<file path="src/rtl/sudoku_board_ram_if.sv">
// Bus bundle for sudoku_board_ram.
// Purpose: carries the access, clear-request and status signals between a
// requester (master) and the board RAM (slave).
// Signals:
//   ceb       access enable, active high
//   web       write enable, active low (1 = read)
//   addr      word address
//   d         write data
//   clr_start single-cycle request for a full-array clear
//   q         registered read data
//   q_valid   one-cycle pulse, q was updated by a read
//   busy      clear sweep in progress, accesses ignored
//   oor_err   one-cycle pulse, previous accepted access was out of range
interface sudoku_board_ram_if #(
  parameter int WIDTH = 8,
  parameter int AW    = 7
);
  logic             ceb;
  logic             web;
  logic [AW-1:0]    addr;
  logic [WIDTH-1:0] d;
  logic             clr_start;
  logic [WIDTH-1:0] q;
  logic             q_valid;
  logic             busy;
  logic             oor_err;

  modport master (
    output ceb, web, addr, d, clr_start,
    input  q, q_valid, busy, oor_err
  );

  modport slave (
    input  ceb, web, addr, d, clr_start,
    output q, q_valid, busy, oor_err
  );
endinterface

</file>
<file path="src/rtl/sudoku_board_ram.sv">
// Single-port board-cell RAM with a built-in clear sweep.
// Purpose: stores one WIDTH-bit word per board cell (DEPTH cells). After
// reset, or on a clr_start request, a sequencer walks every cell writing 0
// and reports busy while doing so; user accesses are ignored meanwhile.
// Ports:
//   clk    clock, all state updates on the rising edge
//   rst_n  asynchronous active-low reset
//   bus    sudoku_board_ram_if.slave (ceb, web, addr, d, clr_start in;
//          q, q_valid, busy, oor_err out)
// Parameters: WIDTH data width, DEPTH word count, AW address width
// (2**AW must exceed DEPTH so out-of-range addresses are representable).
module sudoku_board_ram #(
  parameter int WIDTH = 8,
  parameter int DEPTH = 81,
  parameter int AW    = 7
) (
  input  logic                clk,
  input  logic                rst_n,
  sudoku_board_ram_if.slave   bus
);

  // Index width sized to the array itself; the address may be wider.
  localparam int IW = (DEPTH > 1) ? $clog2(DEPTH) : 1;
  localparam logic [AW-1:0] DEPTH_A = AW'(DEPTH);
  localparam logic [IW-1:0] LAST    = IW'(DEPTH - 1);

  typedef enum logic {
    IDLE  = 1'b0,
    CLEAR = 1'b1
  } state_t;

  state_t           state, state_nxt;
  logic [IW-1:0]    ptr, ptr_nxt;

  // The array has no reset; only the clear sweep zeroes it.
  logic [WIDTH-1:0] mem [DEPTH];

  logic             in_range;
  logic             access;
  logic             mem_we;
  logic [IW-1:0]    mem_idx;
  logic [IW-1:0]    rd_idx;
  logic [WIDTH-1:0] mem_wdata;

  logic [WIDTH-1:0] q_r;
  logic             q_valid_r;
  logic             oor_r;

  assign in_range = (bus.addr < DEPTH_A);
  // Out-of-range addresses are steered to cell 0 so the array index never
  // exceeds its bounds; the result is discarded for such accesses anyway.
  assign rd_idx   = in_range ? bus.addr[IW-1:0] : '0;

  // Sequencer state and sweep pointer.
  always_ff @(posedge clk or negedge rst_n) begin
    if (!rst_n) begin
      state <= CLEAR;
      ptr   <= '0;
    end else begin
      state <= state_nxt;
      ptr   <= ptr_nxt;
    end
  end

  // Next-state logic and the single array write port, shared between the
  // sweep and user writes. A clr_start in IDLE wins over a same-cycle access.
  always_comb begin
    state_nxt = state;
    ptr_nxt   = ptr;
    access    = 1'b0;
    mem_we    = 1'b0;
    mem_idx   = ptr;
    mem_wdata = '0;
    case (state)
      CLEAR: begin
        mem_we = 1'b1;
        if (ptr == LAST) begin
          state_nxt = IDLE;
          ptr_nxt   = '0;
        end else begin
          ptr_nxt = ptr + IW'(1);
        end
      end
      IDLE: begin
        if (bus.clr_start) begin
          state_nxt = CLEAR;
          ptr_nxt   = '0;
        end else if (bus.ceb) begin
          access = 1'b1;
          if (!bus.web && in_range) begin
            mem_we    = 1'b1;
            mem_idx   = rd_idx;
            mem_wdata = bus.d;
          end
        end
      end
      default: begin
        state_nxt = CLEAR;
        ptr_nxt   = '0;
      end
    endcase
  end

  // Array write port.
  always_ff @(posedge clk) begin
    if (mem_we) begin
      mem[mem_idx] <= mem_wdata;
    end
  end

  // Registered read data and status pulses. q only changes on an accepted
  // read; out-of-range reads return all ones.
  always_ff @(posedge clk or negedge rst_n) begin
    if (!rst_n) begin
      q_r       <= '0;
      q_valid_r <= 1'b0;
      oor_r     <= 1'b0;
    end else begin
      q_valid_r <= 1'b0;
      oor_r     <= 1'b0;
      if (access) begin
        oor_r <= !in_range;
        if (bus.web) begin
          q_valid_r <= 1'b1;
          q_r       <= in_range ? mem[rd_idx] : '1;
        end
      end
    end
  end

  assign bus.q       = q_r;
  assign bus.q_valid = q_valid_r;
  assign bus.oor_err = oor_r;
  assign bus.busy    = (state == CLEAR);

endmodule

</file>
<file path="src/flat_wrapper.sv">
// flat-port wrapper written by rule: the top's interface ports become plain ports
module sudoku_board_ram_flat 
#(
  parameter int WIDTH = 8,
  parameter int DEPTH = 81,
  parameter int AW    = 7
)
  (clk, rst_n, bus_ceb, bus_web, bus_addr, bus_d, bus_clr_start, bus_q, bus_q_valid, bus_busy, bus_oor_err);
  sudoku_board_ram_if #(.WIDTH(WIDTH), .AW(AW)) bus_i ();
  input  logic clk;
  input  logic rst_n;
  input wire logic [$bits(bus_i.ceb)-1:0] bus_ceb;
  input wire logic [$bits(bus_i.web)-1:0] bus_web;
  input wire logic [$bits(bus_i.addr)-1:0] bus_addr;
  input wire logic [$bits(bus_i.d)-1:0] bus_d;
  input wire logic [$bits(bus_i.clr_start)-1:0] bus_clr_start;
  output wire logic [$bits(bus_i.q)-1:0] bus_q;
  output wire logic [$bits(bus_i.q_valid)-1:0] bus_q_valid;
  output wire logic [$bits(bus_i.busy)-1:0] bus_busy;
  output wire logic [$bits(bus_i.oor_err)-1:0] bus_oor_err;
  assign bus_i.ceb = bus_ceb;
  assign bus_i.web = bus_web;
  assign bus_i.addr = bus_addr;
  assign bus_i.d = bus_d;
  assign bus_i.clr_start = bus_clr_start;
  assign bus_q = bus_i.q;
  assign bus_q_valid = bus_i.q_valid;
  assign bus_busy = bus_i.busy;
  assign bus_oor_err = bus_i.oor_err;
  sudoku_board_ram #(.WIDTH(WIDTH), .DEPTH(DEPTH), .AW(AW)) u_core (.clk(clk), .rst_n(rst_n), .bus(bus_i));
endmodule
</file>
<file path="config.mk">
export PLATFORM = sky130hd
export DESIGN_NAME = sudoku_board_ram_flat
export DESIGN_NICKNAME = d
export VERILOG_FILES = /design/src/rtl/sudoku_board_ram_if.sv /design/src/rtl/sudoku_board_ram.sv /design/src/flat_wrapper.sv
export SDC_FILE = /design/constraint.sdc
export NUM_CORES = 1
export LEC_CHECK = 0
export CORE_UTILIZATION = 39
export CTS_CLUSTER_SIZE = 24
export DETAILED_ROUTE_END_ITERATION = 6
export PLACE_DENSITY = 0.62
export SLEW_MARGIN = 20
export SYNTH_ARGS = -nofsm -noshare
export SYNTH_HDL_FRONTEND = slang
export SYNTH_SLANG_ARGS = --single-unit
</file>
<file path="constraint.sdc">
create_clock -name clk -period 5.1 [get_ports clk]
set_input_delay 1.02 -clock clk [delete_from_list [all_inputs] [get_ports clk]]
set_output_delay 1.02 -clock clk [all_outputs]
set_load 0.05 [all_outputs]
</file>
==> impl_results.md, run 1 <==
- Clock-pin slew reported for the worst setup and hold paths after clock tree synthesis: 70 ps
- Initial antenna violation count: 4
- Number of I/O pins: 31
- Total die area: 72210 µm²
- Initial Util: 39.48%
- Critical Path Sink Type: register
- Worst hold-check path type: reg2reg
- Critical Path Fanout Max: 17
- Critical path launch point type: input pin
- Clock insertion delay at the later pin of the skew report: 610 ps
- Port Buffers: 30
- Core box area: 70270 µm²
- Category of the most critical setup path: in2reg
- Slew @ Worst Pin: 959.7 ps
- Count of cells resized by post-cts repair: 0
- Fraction of final layout cells with drive strength greater than 1: 17.15%
- Total of flip-flops plus latches after synthesis: 666
- Total of endpoints with negative setup slack in the final report: 0
- Die boundary width: 268.7 µm
- Cells after Synth: 1875
- Max-slew violation count: 0
- Worst EP required: 5410 ps
- Post-route clock period utilization: 84.50%
- Count of flip-flops with a built-in enable after synthesis: 648
- First-pass GRT wire length: 115.6 mm
- Post-detail-place hpwl: 50.84 mm
- N_diodes: 0
- Min cycle time layout: 4310 ps
- Number of clock buffers inserted by TritonCTS: 66
- Syn_area_per_cell: 14.80 µm²
- Combined global-route utilization of all metal layers: 22.21%
- Library cells used by synthesis: 67
- Aggregate routed wire length: 79.56 mm
- Cts-stage hold buffer count: 0
- Post-placement worst setup slack: 277.1 ps
- Top flip-flop cell by instance count after synthesis: sky130_fd_sc_hd__edfxtp_1
- Global placer's final weighted congestion: 1.017
- Number of H-tree branching levels: 3
- Cell area after synthesis: 27750 µm²
- Reported leakage power: 0.01126 µW
- Remaining antenna violation count after routing: 0
- Worst EP arrival: 4620 ps
- Cell area reported after detailed placement: 29750 µm²
- Cells traversed along the worst timing path: clkdlybuf4s50_1 -> or4_4 -> nand2b_4 -> a211oi_4 -> mux2i_2 -> buf_4 -> nand2_1 -> nor3_1 -> buf_4
- Crit path top cell by count: sky130_fd_sc_hd__buf_4
- Cell area after layout: 31830 µm²
- Via count of the first global-routing pass: 16820
- Max incr delay on CP: 590 ps
- Unrepaired setup endpoints after global routing: no
- Setup fix buffers added after clock tree synthesis: 0
- Yosys warning count: 0
- Vertical die dimension: 268.7 µm
- Syn-to-layout area delta: 14.73%
- Fraction of the yosys area taken by sequential cells: 71.76%
- Proportion of register bits with asynchronous set or reset after synthesis: 2.703%
- Fmax achieved: 232.0 MHz
- Total nets after synthesis: 1897
- Starting DRC count in detailed routing: 1859
- Via density: 5.924
- Drc violations: 0
- Initial DRT Pass Iterations: 6
- Pin count of the biggest net entering global routing: 102
- Slowest cell on the critical path: sky130_fd_sc_hd__nor3_1
- Total Negative Setup Slacks: 0 ps
- Rows: 97
- Leading cell types in the layout, fill and taps excluded: sky130_fd_sc_hd__edfxtp_1, sky130_fd_sc_hd__nor2_1, sky130_fd_sc_hd__nand2_1
- Run status: finished, final reports clean
- Master cell of the clock root buffer: sky130_fd_sc_hd__clkbuf_16
- Number of nets in the layout: 1976
- Count of clock tree sinks: 666
- Most frequent standard cell in the layout excluding fill and tap cells: sky130_fd_sc_hd__edfxtp_1
- CTS tree: yes
- Buffer depth of the longest clock path: 3
- Detail-routed net length per standard cell: 27.06 µm
- Aggregate global routing overflow: 0
- Post-route setup slack: 790.3 ps
- Max capacitance violation total: 0
- Peak VDD IR: 338.4 µV
- Final Hold Violating Endpoints: 0
- Worst setup slack for register-to-register paths: 1720 ps
- Total power density per cell area: 390.9 nW/µm²
- Relative slew slack: 35.53%
- Total vias in the final route: 17420
- Clock Skews: 27.06 ps
final timing paths:
kind                                  from                end  cells past startpoint
min reg2reg                  u_core.ptr[6]      u_core.ptr[6]                      1
max in group asynchronous            rst_n      u_core.ptr[0]                      1
min                          u_core.ptr[6]      u_core.ptr[6]                      1
max                            bus_addr[3]  u_core.mem[60][3]                      9
max reg2reg                u_core.bus.busy  u_core.mem[60][3]                      8
min in group asynchronous            rst_n      u_core.ptr[4]                      1
area by class of cell:
type,instances,area (µm²)
fill,6068,38440
inverter,17,63.81
clock inverter,29,281.5
tap,940,1176
sequential,666,19910
clock buffer,85,1797
multi-input combinational,1059,7326
timing repair buffer,144,1279
cell usage after synthesis (14+ instances only):
cell type,number,area [µm²]
sky130_fd_sc_hd__edfxtp_1,648,19460
sky130_fd_sc_hd__nor2_1,132,495.5
sky130_fd_sc_hd__nand2_1,114,427.9
sky130_fd_sc_hd__mux2i_1,105,1051
sky130_fd_sc_hd__a21oi_1,101,505.5
sky130_fd_sc_hd__clkbuf_1,100,375.4
sky130_fd_sc_hd__mux2_2,78,878.3
sky130_fd_sc_hd__o21ai_0,67,335.3
sky130_fd_sc_hd__nand3_1,51,255.2
sky130_fd_sc_hd__o221ai_1,43,376.6
sky130_fd_sc_hd__nor3_1,35,175.2
sky130_fd_sc_hd__a31oi_1,32,200.2
sky130_fd_sc_hd__buf_1,27,101.4
sky130_fd_sc_hd__a221oi_1,20,175.2
sky130_fd_sc_hd__a32oi_1,19,166.4
sky130_fd_sc_hd__nand2b_1,18,112.6
sky130_fd_sc_hd__dfrtp_1,17,425.4
sky130_fd_sc_hd__inv_1,16,60.06
sky130_fd_sc_hd__a22oi_1,15,112.6
sky130_fd_sc_hd__and3_1,15,93.84
sky130_fd_sc_hd__o21a_1,14,105.1
sky130_fd_sc_hd__o22ai_1,14,87.58
layer usage:
layer	track usage, %	up-vias	part of all wire, %
li1	-	7573	-
met1	30.23	8716	41
met2	34.32	923	46
met3	4.849	196	8.9
met4	9.521	8	4.2
met5	0	-	0.074
per-stage QoR:
stage | total power [µW] | hold slack (ps) | cells | util (%)
2_1_floorplan | 7139 | 485.0 | 1875 | -
3_3_place_gp | 7743 | 516.0 | 2826 | 42.34
3_5_place_dp | 7762 | 536.3 | 2826 | 42.34
4_1_cts | 12460 | 543.9 | 2940 | 45.30
5_1_grt | 12780 | 568.5 | 2940 | 45.30
6_report | 12440 | 553.8 | 2940 | 45.30
kinds of logic (layout without fill, tap and decap cells):
group	Yosys count	count (layout)	synth area share (%)
buffers and inverters	150	275	2.079
multiplexers	194	194	7.847
adder cells (fa/ha/maj)	2	2	0.09018
XOR/XNOR	1	1	0.03157
flip-flops	666	666	71.76
AND/OR/NAND/NOR	422	422	7.076
AO/OA/AOI/OAI	440	440	11.12
registers in the layout, indices dropped and copies added, names as in the netlist:
signal              count
u_core.bus.q            8
u_core.bus.busy         1
u_core.bus.q_valid      1
u_core.ptr              7
u_core.mem            648
u_core.bus.oor_err      1
where the power goes:
| group | leakage, µW | total [µW] | internal, µW | switching, µW |
|---|---|---|---|---|
| Clock | 0.00102 | 4750 | 2740 | 2010 |
| Sequential | 0.00701 | 6250 | 6160 | 94.3 |
| Combinational | 0.00324 | 1440 | 407 | 1030 |
| Total | 0.0113 | 12400 | 9310 | 3140 |
critical path: cells and delay by family:
family	cells	cell delay (ps)
and+or+nand+nor	4	1720
AOI/OAI and AO/OA	1	550
muxes	1	330
buffers and inverters	3	990
Power figures use the tool's default switching activity.
==> inputs of run 2 (changes only) <==
--- a/config.mk
+++ b/config.mk
@@ -8,7 +8,7 @@
 export CORE_UTILIZATION = 39
 export CTS_CLUSTER_SIZE = 24
 export DETAILED_ROUTE_END_ITERATION = 6
-export PLACE_DENSITY = 0.62
+export PLACE_DENSITY = 0.64
 export SLEW_MARGIN = 20
 export SYNTH_ARGS = -nofsm -noshare
 export SYNTH_HDL_FRONTEND = slang
==> constraint.sdc (replaced) <==
create_clock -name clk -period 3.82 [get_ports clk]
set_input_delay 0.764 -clock clk [delete_from_list [all_inputs] [get_ports clk]]
set_output_delay 0.764 -clock clk [all_outputs]
set_load 0.05 [all_outputs]
==> impl_results.md, run 2 (synthesis gave the netlist of run 1 again) <==
- Run status: finished, final reports clean
- Post-detail-place hpwl: 50.70 mm (-0.27%)
- Port Buffers: 30 (unchanged)
- Die boundary width: 268.7 µm (unchanged)
- Final Hold Violating Endpoints: 0 (unchanged)
- Worst hold-check path type: reg2reg
- Total die area: 72210 µm² (unchanged)
- Master cell of the clock root buffer: sky130_fd_sc_hd__clkbuf_16
- Pin count of the biggest net entering global routing: 92 (-9.8%)
- Combined global-route utilization of all metal layers: 21.61% (-0.59 points)
- Relative slew slack: 31.72% (-3.8 points)
- Fraction of final layout cells with drive strength greater than 1: 22.01% (+4.9 points)
- Logic gate share of total power: 13.0% (+1.4 points)
- Slew @ Worst Pin: 1016 ps (+56.74 ps)
- Hold slack final: 550.3 ps (-3.457 ps)
- Initial DRT Pass Iterations: 6 (unchanged)
- Rows: 97 (unchanged)
- Switching Share: 24.92% (-0.29 points)
- Core Util, Final: 46.89% (+1.6 points)
- Via density: 5.827 (-1.6%)
- Most frequent standard cell in the layout excluding fill and tap cells: sky130_fd_sc_hd__edfxtp_1
- Vertical die dimension: 268.7 µm (unchanged)
- Total vias in the final route: 17810 (+2.3%)
- Slowest cell on the critical path: sky130_fd_sc_hd__or4_4
- Worst EP required: 4130 ps (-1280 ps)
- Clock Skews: 26.21 ps (-0.8449 ps)
- Min cycle time layout: 3402 ps
- Max capacitance violation total: 0 (unchanged)
- Number of I/O pins: 31 (unchanged)
- NetSw: 4256 µW (+36%)
- First-pass GRT wire length: 113.9 mm (-1.5%)
- Peak VDD IR: 414.9 µV (+23%)
- Aggregate global routing overflow: 0 (unchanged)
- Unrepaired setup endpoints after global routing: no
- Cts-stage hold buffer count: 0 (unchanged)
- Post-placement worst setup slack: -164.2 ps (-441.3 ps)
- Drc violations: 0 (unchanged)
- Syn-to-layout area delta: 18.76%
- CTS tree: yes
- Category of the most critical setup path: in2reg
- Cells traversed along the worst timing path: clkdlybuf4s50_1 -> or4_4 -> nand2b_4 -> a211oi_4 -> buf_12 -> buf_12 -> mux2i_1 -> or3_1 -> buf_4 -> nor3_1 -> buf_4
- Setup fix buffers added after clock tree synthesis: 0 (unchanged)
- Sequential group share of total power: 48.8% (-1.4 points)
- Critical Path Sink Type: register
- Via count of the first global-routing pass: 17220 (+2.4%)
- Max-slew violation count: 0 (unchanged)
- Worst EP arrival: 3710 ps (-910 ps)
- Total Negative Setup Slacks: 0 ps (unchanged)
- Remaining antenna violation count after routing: 0 (unchanged)
- Number of nets in the layout: 2091 (+5.8%)
- Number of clock buffers inserted by TritonCTS: 66 (unchanged)
- Fmax achieved: 294.0 MHz
- N_diodes: 0 (unchanged)
- Initial antenna violation count: 0 (-4)
- Reported leakage power: 0.01194 µW (+6.0%)
- Total of endpoints with negative setup slack in the final report: 0 (unchanged)
- Global placer's final weighted congestion: 0.9152 (-10%)
- Clock insertion delay at the later pin of the skew report: 610 ps (about the same)
- Detail-routed net length per standard cell: 25.38 µm (-6.2%)
- Internal power: 12820 µW (+38%)
- Number of H-tree branching levels: 3 (unchanged)
- Clock-pin slew reported for the worst setup and hold paths after clock tree synthesis: 60 ps (about the same)
- Buffer depth of the longest clock path: 3 (unchanged)
- Total power density per cell area: 518.2 nW/µm² (+33%)
- Initial Util: 39.48% (unchanged)
- Power share of the clock group: 38.2% (about the same)
- Aggregate routed wire length: 77.59 mm (-2.5%)
- Leading cell types in the layout, fill and taps excluded: sky130_fd_sc_hd__edfxtp_1, sky130_fd_sc_hd__buf_4, sky130_fd_sc_hd__nor2_1
- Critical path launch point type: input pin
- Flip-flop count of the largest register, all copies and words added: 648 (unchanged)
- Critical Path Fanout Max: 8 (-9)
- Core box area: 70270 µm² (unchanged)
- Count of cells resized by post-cts repair: 0 (unchanged)
- Reg with most FFs: u_core.mem
- Starting DRC count in detailed routing: 2123 (+14%)
- Count of clock tree sinks: 666 (unchanged)
- Max incr delay on CP: 560 ps (-30 ps)
- Post-route setup slack: 418.4 ps (-371.9 ps)
- Post-route clock period utilization: 89.05%
==> run 2: critical path, delay by kind of cell <==
family / cells / cell delay, ps
AND/OR/NAND/NOR: 4 / 1440
buffers and inverters: 5 / 1140
AO/OA/AOI/OAI: 1 / 240
multiplexers: 1 / 100
==> run 2: through the flow <==
stage               instance area, µm²  total power, µW  cells
floorplan                        27780             9545   1875
global placement                 30790            10630   2941
detailed placement               30790            10660   2941
CTS                              32950            17130   3057
global route                     32950            17550   3057
finish                           32950            17070   3057
==> run 2: final timing paths <==
| check | start | end | slack (ps) | depth (start not counted) |
|---|---|---|---|---|
| max reg2reg | u_core.bus.busy | u_core.bus.q[0] | 1010 | 11 |
| min in group asynchronous | rst_n | u_core.bus.q[5] | 700 | 1 |
| min reg2reg | u_core.ptr[6] | u_core.ptr[6] | 550 | 1 |
| max | bus_addr[3] | u_core.mem[39][0] | 420 | 11 |
| min | u_core.ptr[6] | u_core.ptr[6] | 550 | 1 |
| max in group asynchronous | rst_n | u_core.bus.q_valid | 2510 | 1 |
==> run 2: layout make-up <==
class                   instances  area [µm²]
clock buffers                  77        1755
clock inverters                39       404.1
inverters                      17       63.81
fillers                      5990       37320
well taps                     940        1176
flip-flops and latches        666       19910
repair buffers                259        2305
multi-input cells            1059        7337
==> run 2: metal layers <==
| metal | routed length (µm) | track usage (%) |
|---|---|---|
| met1 | 31770 | 29.70 |
| met3 | 6760 | 3.881 |
| met2 | 36290 | 33.96 |
| met5 | 0 | 0 |
| met4 | 2773 | 8.722 |
==> run 2: power by group through the flow <==
stage          clock network, µW  registers [µW]  logic [µW]
2_1_floorplan                  0            8450        1100
3_3_place_gp                   0            8470        2160
3_5_place_dp                   0            8480        2180
4_1_cts                     6610            8330        2190
5_1_grt                     6870            8350        2330
6_report                    6520            8330        2220
